$ cat src/rtl/uart_word_tx.sv
// uart_word_tx: serialises one WORD_W-bit word as WORD_W/DATA_BITS back-to-back
// UART frames, least-significant byte first, behind a valid/ready handshake.
// The macro UART_TX_PARITY_EN inserts a parity bit after the data bits; when it
// is not defined there is no parity state and PARITY_ODD has no effect.
module uart_word_tx #(
    parameter int unsigned CLKS_PER_BIT = 868,
    parameter int unsigned WORD_W       = 32,
    parameter int unsigned DATA_BITS    = 8,
    parameter int unsigned STOP_BITS    = 1,
    parameter int unsigned PARITY_ODD   = 0
) (
    input  logic              clk,
    input  logic              rst,
    input  logic              s_valid,
    output logic              s_ready,
    input  logic [WORD_W-1:0] s_data,
    output logic              txd,
    output logic              busy,
    output logic              done
);

    localparam int unsigned NBYTES = WORD_W / DATA_BITS;
    localparam int unsigned BAUD_W = $clog2(CLKS_PER_BIT);
    localparam int unsigned BIT_W  = $clog2(DATA_BITS);
    localparam int unsigned BYTE_W = (NBYTES > 1) ? $clog2(NBYTES) : 1;

    // Elaboration-time parameter sanity checks
    if (CLKS_PER_BIT < 2) begin : g_bad_clks
        $error("uart_word_tx: CLKS_PER_BIT must be >= 2");
    end
    if (DATA_BITS < 5 || DATA_BITS > 9) begin : g_bad_data_bits
        $error("uart_word_tx: DATA_BITS must be 5..9");
    end
    if (WORD_W % DATA_BITS != 0 || WORD_W < DATA_BITS) begin : g_bad_word_w
        $error("uart_word_tx: WORD_W must be a multiple of DATA_BITS");
    end
    if (STOP_BITS < 1 || STOP_BITS > 2) begin : g_bad_stop_bits
        $error("uart_word_tx: STOP_BITS must be 1 or 2");
    end
    if (PARITY_ODD > 1) begin : g_bad_parity_odd
        $error("uart_word_tx: PARITY_ODD must be 0 or 1");
    end

    typedef enum logic [2:0] {
        S_IDLE   = 3'd0,
        S_START  = 3'd1,
        S_DATA   = 3'd2,
        S_STOP   = 3'd3
`ifdef UART_TX_PARITY_EN
        , S_PARITY = 3'd4
`endif
    } state_t;

    state_t              state_q, state_d;
    logic [BAUD_W-1:0]   baud_q, baud_d;
    logic [BIT_W-1:0]    bit_q, bit_d;
    logic [BYTE_W-1:0]   byte_q, byte_d;
    logic [WORD_W-1:0]   shreg_q, shreg_d;
    logic                txd_d, busy_d, done_d;

    logic [DATA_BITS-1:0] cur_byte;
    logic                 bit_end;
    logic                 last_data;
    logic                 last_stop;
    logic                 last_byte;

    // Current byte always sits in the low bits of the shift register
    assign cur_byte  = shreg_q[DATA_BITS-1:0];
    assign bit_end   = (baud_q == BAUD_W'(CLKS_PER_BIT - 1));
    assign last_data = (bit_q == BIT_W'(DATA_BITS - 1));
    assign last_stop = (bit_q == BIT_W'(STOP_BITS - 1));
    assign last_byte = (byte_q == BYTE_W'(NBYTES - 1));
    assign s_ready   = (state_q == S_IDLE);

    // State, counters, shift register and registered line outputs
    always_ff @(posedge clk or posedge rst) begin
        if (rst) begin
            state_q <= S_IDLE;
            baud_q  <= '0;
            bit_q   <= '0;
            byte_q  <= '0;
            shreg_q <= '0;
            txd     <= 1'b1;
            busy    <= 1'b0;
            done    <= 1'b0;
        end else begin
            state_q <= state_d;
            baud_q  <= baud_d;
            bit_q   <= bit_d;
            byte_q  <= byte_d;
            shreg_q <= shreg_d;
            txd     <= txd_d;
            busy    <= busy_d;
            done    <= done_d;
        end
    end

    // Next-state, counter and next-output logic
    always_comb begin
        state_d = state_q;
        baud_d  = baud_q;
        bit_d   = bit_q;
        byte_d  = byte_q;
        shreg_d = shreg_q;
        txd_d   = txd;
        busy_d  = busy;
        done_d  = 1'b0;

        if (state_q != S_IDLE) begin
            baud_d = bit_end ? '0 : baud_q + BAUD_W'(1);
        end

        case (state_q)
            S_IDLE: begin
                txd_d  = 1'b1;
                busy_d = 1'b0;
                baud_d = '0;
                bit_d  = '0;
                byte_d = '0;
                if (s_valid) begin
                    state_d = S_START;
                    shreg_d = s_data;
                    txd_d   = 1'b0;
                    busy_d  = 1'b1;
                end
            end
            S_START: begin
                if (bit_end) begin
                    state_d = S_DATA;
                    bit_d   = '0;
                    txd_d   = cur_byte[0];
                end
            end
            S_DATA: begin
                if (bit_end) begin
                    if (last_data) begin
                        bit_d = '0;
`ifdef UART_TX_PARITY_EN
                        state_d = S_PARITY;
                        txd_d   = (^cur_byte) ^ 1'(PARITY_ODD);
`else
                        state_d = S_STOP;
                        txd_d   = 1'b1;
`endif
                    end else begin
                        bit_d = bit_q + BIT_W'(1);
                        txd_d = cur_byte[bit_q + BIT_W'(1)];
                    end
                end
            end
`ifdef UART_TX_PARITY_EN
            S_PARITY: begin
                if (bit_end) begin
                    state_d = S_STOP;
                    txd_d   = 1'b1;
                end
            end
`endif
            S_STOP: begin
                if (bit_end) begin
                    if (last_stop) begin
                        bit_d = '0;
                        if (last_byte) begin
                            state_d = S_IDLE;
                            done_d  = 1'b1;
                            busy_d  = 1'b0;
                            txd_d   = 1'b1;
                        end else begin
                            // Next start bit follows the stop bit directly
                            state_d = S_START;
                            byte_d  = byte_q + BYTE_W'(1);
                            shreg_d = shreg_q >> DATA_BITS;
                            txd_d   = 1'b0;
                        end
                    end else begin
                        bit_d = bit_q + BIT_W'(1);
                    end
                end
            end
            default: begin
                state_d = S_IDLE;
            end
        endcase
    end

endmodule

$ cat config.mk
export PLATFORM = sky130hd
export DESIGN_NAME = uart_word_tx
export DESIGN_NICKNAME = d
export VERILOG_FILES = /design/src/rtl/uart_word_tx.sv
export SDC_FILE = /design/constraint.sdc
export NUM_CORES = 1
export LEC_CHECK = 0
export CAP_MARGIN = 20
export CORE_MARGIN = 2
export CORE_UTILIZATION = 25
export DETAILED_ROUTE_END_ITERATION = 10
export DONT_BUFFER_PORTS = 1
export HOLD_SLACK_MARGIN = 0.06
export PLACE_DENSITY_LB_ADDON = 0.1
export SETUP_SLACK_MARGIN = 0.15
export SYNTH_ARGS = -nofsm -noshare
export SYNTH_HDL_FRONTEND = slang
export SYNTH_SLANG_ARGS = --single-unit
$ cat constraint.sdc
create_clock -name clk -period 2.64 [get_ports clk]
set_input_delay 0.264 -clock clk [delete_from_list [all_inputs] [get_ports clk]]
set_output_delay 0.264 -clock clk [all_outputs]
set_load 0.02 [all_outputs]
After elaboration in Yosys (flattened, before gate mapping):

Index checks and enable logic that the tools add are counted.

* bits in registers: 53
* input bits: 35
* output and inout port bits: 4
* word-level logic and storage cells: 82

* add/sub/neg operators: 3
* order comparisons: 1
* eq/ne operators: 14
* multiplexer cells: 44
* reductions and logical operators: 12

Operators with widths (count)
* 2-to-1 mux 32 bit: 4
* one-hot mux 32 bit (2 select lines): 1
* 2-to-1 mux 3 bit: 11
* 2-to-1 mux 10 bit: 3
* one-hot mux 3 bit (4 select lines): 2
* 2-to-1 mux 1 bit: 16
* != test 2 bit (second input constant): 8
* AND reduction 4 bit: 3
* adder 10 x 1 -> 10 bit (second input constant): 1
* equality test 10 bit (second input constant): 1
* AND reduction 5 bit: 2
* equality test 3 x 2 -> 1 bit (second input constant): 2
* zero test 3 bit: 2
* 2-to-1 mux 2 bit: 3
* AND reduction 6 bit: 1
* < comparator 3 x 4 -> 1 bit (second input constant): 1
* one-hot mux 1 bit (4 select lines): 1
* one-hot mux 2 bit (2 select lines): 1
* nonzero test 2 bit: 2
* nonzero test 4 bit: 1
* adder 3 x 1 -> 3 bit (second input constant): 1
* binary-select mux 1 bit (select 3 bit): 1
* equality test 3 x 1 -> 1 bit (second input constant): 1
* equality test 3 bit (second input constant): 1
* 4 further kinds: 4

Longest topological paths before layout:

Gate-level depths: netlist (run 1).

* word-level depth: 6
* gate-level depth with buffers: 9
* depth with buffers taken out: 7

Worst setup path after synthesis (run 1):

OpenSTA, ideal clock, no wires.

* path kind: reg-to-reg
* start point: register bit_q[0]
* end point: register byte_q[0]
* library setup time: 120 ps
* arrival time: 1703 ps
* required time: 2520 ps
* setup slack: 817 ps
* stages on the path, launching flop included: 10
* path buffers: 2
* clock period less this slack: 1823 ps
* path through: dfrtp_1 buf_4 inv_1 ha_1 nor2b_1 nand4_4 o21ai_4 buf_6 a21oi_1 a41o_1

* cells in the longest elaborated chain, start to end: 3

Ends and longest elaborated chain
* start, declared: line 56 `logic [BIT_W-1:0] bit_q, bit_d;`
* start signal, assigned: line 89 `bit_q <= bit_d;`
* zero test 3 bit: line 71 `assign last_stop = (bit_q == BIT_W'(STOP_BITS - 1));`
* != test 2 bit (no line)
* AND reduction 4 bit (no line)
* end signal, assigned: line 90 `byte_q <= byte_d;`
* end, declared: line 57 `logic [BYTE_W-1:0] byte_q, byte_d;`

No other way between the ends.
A chain may end at the register's enable or synchronous reset.

Worst setup path in the final report (run 1):

* start point: register bit_q[0]
* end point: register shreg_q[1]

* cells in the longest elaborated chain, start to end: 3

Ends and longest elaborated chain
* zero test 3 bit: line 71
* != test 2 bit (no line)
* AND reduction 5 bit (no line)
* end signal, assigned: line 91 `shreg_q <= shreg_d;`
* end, declared: line 58 `logic [WORD_W-1:0] shreg_q, shreg_d;`

No other way between the ends.

==> flow_metrics.py, run 1 <==
metrics = {
    "clocking": {
        "cts_tree": "done",
        "clk_latency_ns": 0.31,
        "cts.sinks": 52,
        "cts-root-buf": "clkbuf_8",
        "h-tree-depth": 2,
        "path_clk_slew_ns": 0.11,
        "numCtsBuffers": 5,
        "clock_path_buffers": 2,
    },
    "logic_synthesis": {
        "async_reset_ff_share_pct": 100,
        "ys_top_cells_by_area": "dfrtp_1, mux2i_1, a31oi_1, a21oi_1, ha_1",
        "synth_cell_types": 43,
        "netlist.top_cell.by_area": "dfrtp_1",
        "synthesis.area_sq_um": 2720,
        "synth_nets": 298,
        "netlist.area_leader.share_pct": 47.0,
        "synthFlopType": "dfrtp_1",
        "yosys_warnings": 0,
        "synth_edf_count": 0,
        "syn-mean-instance-area_sq_um": 10.7,
        "ys_ff_latch": 52,
        "syn_inst": 254,
        "seq_area_frac_synth_pct": 48.0,
    },
    "floorplan": {
        "ios": 39,
        "die_w_um": 108,
        "initial_core_util_pct": 25.4,
        "rows": 38,
        "die_area_sq_um": 11700,
        "die_y_um": 108,
        "core-area_sq_um": 10700,
    },
    "worst_setup_path": {
        "worstPathArrival_ns": 2.33,
        "worstSetupPathType": "reg -> reg",
        "start_kind": "flip-flop",
        "worst_ep_required_time_ns": 2.88,
        "worst-path-max-fanout": 48,
        "crit_path_end_kind": "flip-flop",
        "r2r_cells": 8,
    },
    "finish": {
        "syn_to_final_growth_pct": 9.63,
        "drive_gt1_share_pct": 11.5,
        "n_antenna_cell": 0,
        "fin_cells": 392,
        "nets": 295,
        "nFillCells": 1156,
    },
    "global_routing": {
        "track_usage_pct": 11.6,
        "grt_pass1_wl_um": 10600,
        "grt_pass1_vias": 1961,
        "grt_max_degree": 53,
        "grt.overflow.total": 0,
        "antenna_found_initial": 0,
    },
    "run_status": {
        "status": "complete, no violations",
    },
    "timing": {
        "period_minus_slack_ns": 2.10,
        "finalMaxSlewViolations": 0,
        "rsz0062_at_grt": "no",
        "skew_ns": 0.00986,
        "timing_hold_violations_final": 0,
        "tightest_slew_ns": 0.712,
        "maxSlewHeadroom_pct": 52.6,
        "tns_ns": 0,
        "fmax_ghz": 0.477,
        "timing.final.crit_share_pct": 79.4,
        "finalSetupViolCount": 0,
    },
    "power": {
        "power.leakage_nw": 1.25,
        "p_int_mw": 1.09,
        "peakVddDrop_mv": 0.181,
        "swShare_pct": 22.1,
        "power_density_nw_per_um2": 471,
        "pwr-share-clk_pct": 41.0,
        "switchingPower_mw": 0.310,
        "power_frac_comb_pct": 2.2,
        "sequentialPowerShare_pct": 56.8,
    },
    "route": {
        "drc_errors": 0,
        "first_pass_iters": 4,
        "vias": 1879,
        "wl_um": 6360,
        "ant_nets": 0,
        "first_iter_violations": 71,
        "routedWlPerCell_um": 16.2,
        "via_per_inst": 4.79,
    },
    "placement": {
        "gp_congestion": 0.765,
        "dp_cells": 383,
        "dp_hpwl_um": 4240,
        "port_buffers": 0,
    },
    "worst_hold_path": {
        "hp-class": "in -> reg",
        "hold_path_depth": 1,
    },
    "job": {
        "drv_cap": 0,
    },
}
## worst paths after layout
check	from	to	slack, ns
worst max-delay path	bit_q[0]	shreg_q[1]	0.54
worst min-delay path	s_data[24]	shreg_q[24]	0.08
worst max register to register	bit_q[0]	shreg_q[1]	0.54
worst min register to register	baud_q[0]	baud_q[0]	0.49
max in group asynchronous	rst	bit_q[0]	1.57
min in group asynchronous	rst	shreg_q[21]	0.60
## what timing repair did
item                                   in CTS  in global routing
hold buffers                                1                  0
resized for setup                           0                  0
endpoints found under the hold margin      31                  0
buffers inserted                            0                  0
## power by group through the flow
stage	Sequential, mW	Combinational [mW]	Clock (mW)
6_report	0.796	0.0308	0.575
2_1_floorplan	0.812	0.0218	0
4_1_cts	0.796	0.0330	0.600
3_3_place_gp	0.812	0.0319	0
3_5_place_dp	0.812	0.0317	0
5_1_grt	0.796	0.0361	0.623
## cells in the mapped netlist (2+ instances only)
library cell,number
dfrtp_1,51
mux2i_1,29
a21oi_1,27
a31oi_1,26
nor2_1,16
inv_1,10
nand2_1,10
ha_1,9
a22o_1,8
buf_2,7
buf_4,7
o21ai_0,5
xnor2_1,5
nand2b_1,3
nand3_1,3
nor2b_1,3
xor2_1,3
a21o_1,2
a221oi_1,2
and3_1,2
and4_2,2
clkbuf_1,2
nor3_1,2
## metal layers
| layer | share of wire (%) | global-route usage [%] | up-vias |
|---|---|---|---|
| met2 | 48 | 18.1 | 27 |
| met4 | 0.96 | 2.75 | 0 |
| met5 | 0 | 0 | - |
| li1 | - | - | 915 |
| met1 | 48 | 16.2 | 932 |
| met3 | 3.5 | 2.71 | 5 |
## kinds of logic after synthesis
| logic type | share of synthesized area, % |
|---|---|
| mux | 10.7 |
| buf+inv | 5.30 |
| simple gates | 10.2 |
| flops | 48.0 |
| compound gates | 19.1 |
| xor+xnor | 2.58 |
| fa+ha+maj | 4.15 |
## flip-flops by register name, indices dropped and copies added (netlist names)
register  count
baud_q       10
bit_q         3
busy          1
byte_q        2
done          1
shreg_q      32
state_q       2
txd           1
## critical path, cell delays in order, from the launching register on
cell     delay (ns)
dfrtp_1        0.51
inv_1          0.10
ha_1           0.16
nor2b_1        0.33
nand4_4        0.19
o21ai_4        0.22
buf_12         0.25
a21oi_1        0.09
a31oi_1        0.17
## stage by stage
stage / util [%] / area [sq um] / hold WS, ns / worst slack (ns) / total power, mW
after floorplan: - / 2720 / 0.397 / 0.817 / 0.833
after CTS: 27.8 / 2980 / 0.0680 / 0.557 / 1.43
after global placement: 26.7 / 2860 / 0.398 / 0.647 / 0.843
after detailed placement: 26.7 / 2860 / 0.402 / 0.589 / 0.843
after global routing: 27.8 / 2980 / 0.0642 / 0.339 / 1.46
final: 27.8 / 2980 / 0.0778 / 0.544 / 1.40
## layout make-up
| type | count | area, sq um | share of cell area (%) |
|---|---|---|---|
| flip-flops and latches | 52 | 1300 | 43.7 |
| multi-input cells | 175 | 1280 | 43.1 |
| well taps | 140 | 175 | 5.88 |
| clock buffers | 6 | 72.6 | 2.44 |
| repair buffers | 7 | 67.6 | 2.27 |
| clock inverters | 2 | 38.8 | 1.30 |
| inverters | 10 | 37.5 | 1.26 |
## cell usage in the layout, fill, tap and decap left out, drive strengths merged, types with 2 or more instances in the layout
| cell type | count |
|---|---|
| a21o | 3 |
| a21oi | 27 |
| a221oi | 2 |
| a22o | 8 |
| a31oi | 26 |
| and3 | 3 |
| and4 | 2 |
| buf | 6 |
| clkbuf | 6 |
| dfrtp | 51 |
| ha | 9 |
| inv | 11 |
| mux2i | 29 |
| nand2 | 11 |
| nand2b | 3 |
| nand3 | 3 |
| nor2 | 16 |
| nor2b | 3 |
| nor3 | 4 |
| o21ai | 7 |
| xnor2 | 5 |
| xor2 | 3 |
No activity file was read; power rests on OpenSTA's default activity.
==> run 2: changes to the inputs <==
clock period = 2.1 ns   (was 2.64 ns; I/O delays follow)
==> run 2 against run 1 <==
Sequential cell count stayed put. Register-to-register slack worse by 0.29 ns. Clock-buffer cell count stayed put. Non-clock buffer count is 19 higher. Total power is 17% higher. Combinational power is 73% higher. Critical path depth is 1 higher. Sequential share of layout area is 3.6 points lower. Critical endpoint is now shreg_q[2]. Highest routed layer unchanged.
==> flow_metrics.py, run 2 (synthesis gave the netlist of run 1 again) <==
metrics = {
    "placement": {
        "dp_cells": 387,
        "gp_congestion": 0.730,
        "dp_hpwl_um": 4460,
        "dp_slack_ns": 0.186,
        "port_buffers": 0,
    },
    "floorplan": {
        "ios": 39,
        "core-area_sq_um": 10700,
        "die_w_um": 108,
        "initial_core_util_pct": 25.4,
        "die_y_um": 108,
        "rows": 38,
        "die_area_sq_um": 11700,
    },
    "finish": {
        "drive_gt1_share_pct": 16.6,
        "mostFrequentLayoutCell": "dfrtp_1",
        "nets": 314,
        "nFillCells": 1132,
        "multi_input_area_sq_um": 1330,
        "mostFrequentLayoutCells": "dfrtp_1, mux2i_1, a21oi_1",
        "fin_cells": 411,
        "seq_area_sq_um": 1300,
        "regMostFlops": "shreg_q",
        "syn_to_final_growth_pct": 19.3,
        "largest_register_ff_count": 32,
        "n_antenna_cell": 0,
        "largest_registers": "shreg_q: 32 flops, baud_q: 10 flops, bit_q: 3 flops",
    },
    "timing": {
        "rsz0062_at_grt": "yes",
        "tns_ns": 0,
        "tightest_slew_ns": 0.443,
        "period_minus_slack_ns": 1.85,
        "fmax_ghz": 0.542,
        "maxSlewHeadroom_pct": 70.5,
        "finalMaxSlewViolations": 0,
        "timing.final.crit_share_pct": 87.9,
        "finalSetupViolCount": 0,
        "setup_slack_ns": 0.254,
        "skew_ns": 0.0124,
        "timing_hold_violations_final": 0,
    },
    "route": {
        "route.met3.wl_um": 210,
        "ant_nets": 0,
        "first_pass_iters": 4,
        "top_layer": "met4",
        "drc_errors": 0,
        "routedWlPerCell_um": 16.7,
        "via_per_inst": 4.70,
        "m1WireLength_um": 3330,
        "vias": 1931,
        "first_iter_violations": 101,
        "dr_wl_met2_um": 3250,
        "wl_um": 6880,
    },
    "global_routing": {
        "antenna_found_initial": 0,
        "track_usage_pct": 12.1,
        "grt_max_degree": 43,
        "grt_pass1_vias": 2048,
        "grt.overflow.total": 0,
        "grt_pass1_wl_um": 10900,
    },
    "clocking": {
        "path_clk_slew_ns": 0.10,
        "clk_latency_ns": 0.32,
        "cts-root-buf": "clkbuf_8",
        "cts.sinks": 52,
        "h-tree-depth": 2,
        "numCtsBuffers": 5,
        "cts_tree": "done",
        "clock_path_buffers": 2,
    },
    "worst_setup_path": {
        "start_kind": "flip-flop",
        "worst_ep_required_time_ns": 2.30,
        "cp_cell_sequence": "inv_1 -> ha_1 -> nor2b_4 -> nand4_4 -> o21ai_4 -> buf_12 -> buf_6 -> clkbuf_16 -> a31oi_1",
        "slowest_stage": "dfrtp_1",
        "slowest_delay_ns": 0.42,
        "worst-path-max-fanout": 21,
        "worstSetupPathType": "reg -> reg",
        "worstPathArrival_ns": 2.05,
        "crit_path_end_kind": "flip-flop",
    },
    "power": {
        "pwr-share-clk_pct": 35.9,
        "swShare_pct": 23.3,
        "power_density_nw_per_um2": 508,
        "p_int_mw": 1.26,
        "power.leakage_nw": 1.37,
        "peakVddDrop_mv": 0.201,
        "sequentialPowerShare_pct": 60.8,
        "switchingPower_mw": 0.383,
        "power_frac_comb_pct": 3.2,
    },
    "run_status": {
        "status": "complete, no violations",
    },
    "job": {
        "drv_cap": 0,
    },
    "worst_hold_path": {
        "hp-class": "in -> reg",
    },
}
-- run 2: repair_timing --
action,in CTS,in global routing
hold endpoints to repair,25,0
resized for setup,0,10
hold buffers,10,0
setup endpoints to repair,0,35
setup buffers,0,4
-- run 2: power by group through the flow --
| stage | sequential (mW) | combinational, mW | clock, mW |
|---|---|---|---|
| detailed placement | 1.02 | 0.0410 | 0 |
| floorplan | 1.02 | 0.0273 | 0 |
| finish | 1.00 | 0.0534 | 0.591 |
| CTS | 1.00 | 0.0564 | 0.637 |
| global placement | 1.02 | 0.0406 | 0 |
| global route | 1.00 | 0.0617 | 0.684 |
-- run 2: stage by stage --
| step | power, mW | hold WS, ns | util, % | instance area (sq um) |
|---|---|---|---|---|
| detailed placement | 1.06 | 0.112 | 27.2 | 2910 |
| finish | 1.65 | 0.0831 | 30.3 | 3240 |
| floorplan | 1.05 | 0.343 | - | 2720 |
| global route | 1.75 | 0.0762 | 30.3 | 3240 |
| global placement | 1.06 | 0.111 | 27.2 | 2910 |
| CTS | 1.69 | 0.101 | 29.0 | 3100 |
-- run 2: path summary, 6_finish.rpt --
kind                            slack (ns)   startpoint  cells past startpoint           to
worst max-delay path                  0.25     bit_q[0]                      9   shreg_q[2]
min in group asynchronous             0.33          rst                      2  shreg_q[29]
max in group asynchronous             1.14          rst                      3     bit_q[2]
worst min register to register        0.51  shreg_q[29]                      1  shreg_q[29]
worst min-delay path                  0.08      s_valid                      2          txd
worst max register to register        0.25     bit_q[0]                      9   shreg_q[2]
-- run 2: final cells by class --
| cell class | count | area share (%) |
|---|---|---|
| inverter | 10 | 1.16 |
| clock inverter | 2 | 0.425 |
| sequential | 52 | 40.2 |
| clock buffer | 6 | 2.24 |
| tap | 140 | 5.40 |
| timing repair buffer | 26 | 9.53 |
| multi-input combinational | 175 | 41.1 |
-- run 2: routing by layer --
metal,vias up,track usage (%)
li1,961,-
met1,941,16.4
met2,22,19.0
met3,7,2.83
met4,0,3.85
met5,-,0
-- run 2: worst max-delay path: cells and delay by family, from the launching register on --
family                     cells  cell delay, ns
adders and majority gates      1            0.17
and+or+nand+nor                2            0.36
AOI/OAI and AO/OA              2            0.29
DFF                            1            0.42
buffers and inverters          4            0.50
==> run 3: changes to the inputs <==
CORE_MARGIN = unset   (was 2)
CORE_UTILIZATION = 47   (was 25)
==> run 3 against run 2 <==
First-iteration DRC count grew 39%. Final area shrank 3.8%. Fmax shrank 0.49%. Clock skew shrank 0.0039 ns. Critical path type unchanged. Critical endpoint is now txd. Largest cell class is now registers. Largest power group unchanged.
==> flow_metrics.py, run 3 (synthesis gave the netlist of run 1 again) <==
metrics = {
    "timing": {
        "maxSlewHeadroom_pct": 74.8,
        "rsz0062_at_grt": "no",
        "fmax_ghz": 0.539,
        "timing.final.crit_share_pct": 88.3,
        "period_minus_slack_ns": 1.85,
        "finalSetupViolCount": 0,
        "whs_ns": 0.101,
        "timing_hold_violations_final": 0,
        "tightest_slew_ns": 0.374,
        "tns_ns": 0,
        "finalMaxSlewViolations": 0,
        "skew_ns": 0.00852,
    },
    "route": {
        "wl_um": 5530,
        "first_iter_violations": 140,
        "drc_errors": 0,
        "routedWlPerCell_um": 16.2,
        "ant_nets": 0,
        "first_pass_iters": 4,
        "via_per_inst": 5.68,
        "vias": 1942,
    },
    "worst_setup_path": {
        "crit_path_end_kind": "flip-flop",
        "start_kind": "flip-flop",
        "worst-path-max-fanout": 5,
        "worstPathArrival_ns": 2.11,
        "worstSetupPathType": "reg -> reg",
        "worst_ep_required_time_ns": 2.35,
        "r2r_cells": 7,
    },
    "floorplan": {
        "die_w_um": 78.0,
        "die_y_um": 78.0,
        "ios": 39,
        "die_area_sq_um": 6090,
        "rows": 27,
        "initial_core_util_pct": 49.0,
        "core-area_sq_um": 5540,
    },
    "finish": {
        "largest_register_ff_count": 32,
        "nets": 313,
        "regMostFlops": "shreg_q",
        "drive_gt1_share_pct": 15.2,
        "mostFrequentLayoutCells": "dfrtp_1, mux2i_1, a21oi_1",
        "fin_area_sq_um": 3120,
        "syn_to_final_growth_pct": 14.8,
        "n_antenna_cell": 0,
        "largest_registers": "shreg_q: 32 flops, baud_q: 10 flops, bit_q: 3 flops",
        "mostFrequentLayoutCell": "dfrtp_1",
    },
    "power": {
        "peakVddDrop_mv": 0.351,
        "power_density_nw_per_um2": 534,
        "power.leakage_nw": 1.37,
    },
    "worst_hold_path": {
        "hold_path_depth": 2,
        "hp-class": "in -> reg",
    },
    "placement": {
        "port_buffers": 0,
        "placed_area_sq_um": 2810,
        "dp_hpwl_um": 3610,
        "gp_congestion": 0.831,
    },
    "clocking": {
        "clk_latency_ns": 0.31,
        "numCtsBuffers": 5,
        "cts.sinks": 52,
        "h-tree-depth": 2,
        "cts_tree": "done",
        "cts-root-buf": "clkbuf_8",
        "clock_path_buffers": 2,
        "path_clk_slew_ns": 0.09,
    },
    "job": {
        "drv_cap": 0,
    },
    "global_routing": {
        "grt_max_degree": 53,
        "grt_pass1_vias": 1776,
        "antenna_found_initial": 0,
        "grt_pass1_wl_um": 8590,
        "track_usage_pct": 18.5,
        "grt.overflow.total": 0,
    },
    "run_status": {
        "status": "complete, no violations",
    },
}
[run 3: power breakdown]
part	internal, mW	switching [mW]
registers	1.00	0
clock network	0.270	0.340
logic	0.0246	0.0287
total	1.30	0.369
[run 3: final cells by class]
type / instances / area [sq um]
tap: 72 / 90.1
inverter: 10 / 37.5
fill: 486 / 2420
timing repair buffer: 25 / 293
sequential: 52 / 1300
clock inverter: 2 / 13.8
multi-input combinational: 175 / 1300
clock buffer: 6 / 82.6
[run 3: metal layers]
metal,vias up,wire length [um],track usage (%),part of all wire [%]
met5,-,0,0,0
met4,0,69,6.30,1.2
li1,954,-,-,-
met1,946,2630,26.4,48
met3,8,250,5.00,4.5
met2,34,2580,27.1,47
[run 3: worst paths after layout]
| check | from | end | slack [ns] |
|---|---|---|---|
| max | bit_q[0] | txd | 0.25 |
| min | s_valid | txd | 0.10 |
| max reg2reg | bit_q[0] | txd | 0.25 |
| max in group asynchronous | rst | txd | 1.43 |
| min in group asynchronous | rst | shreg_q[29] | 0.39 |
| min reg2reg | baud_q[0] | baud_q[0] | 0.49 |
[run 3: metrics by stage]
| stage | setup slack (ns) | total power [mW] | cells | util (%) |
|---|---|---|---|---|
| 2_1_floorplan | 0.277 | 1.05 | 254 | - |
| 4_1_cts | 0.183 | 1.69 | 337 | 54.3 |
| 3_5_place_dp | 0.220 | 1.06 | 319 | 50.8 |
| 3_3_place_gp | 0.231 | 1.06 | 319 | 50.8 |
| 5_1_grt | 0.147 | 1.74 | 342 | 56.3 |
| 6_report | 0.245 | 1.66 | 342 | 56.3 |
[run 3: timing repair]
action / CTS / global route
buffers inserted: 0 / 3
hold buffers: 10 / 0
hold endpoints to repair: 60 / 0
setup endpoints to repair: 0 / 35
gates resized for setup: 0 / 6
[run 3: critical path, cell delays in order (launching register included)]
cell and delay (ns):
dfrtp_1 0.41, ha_1 0.21, ha_1 0.33, nand2_1 0.09, nor2_1 0.04, o41ai_1 0.42, a221oi_1 0.13, a21o_1 0.17
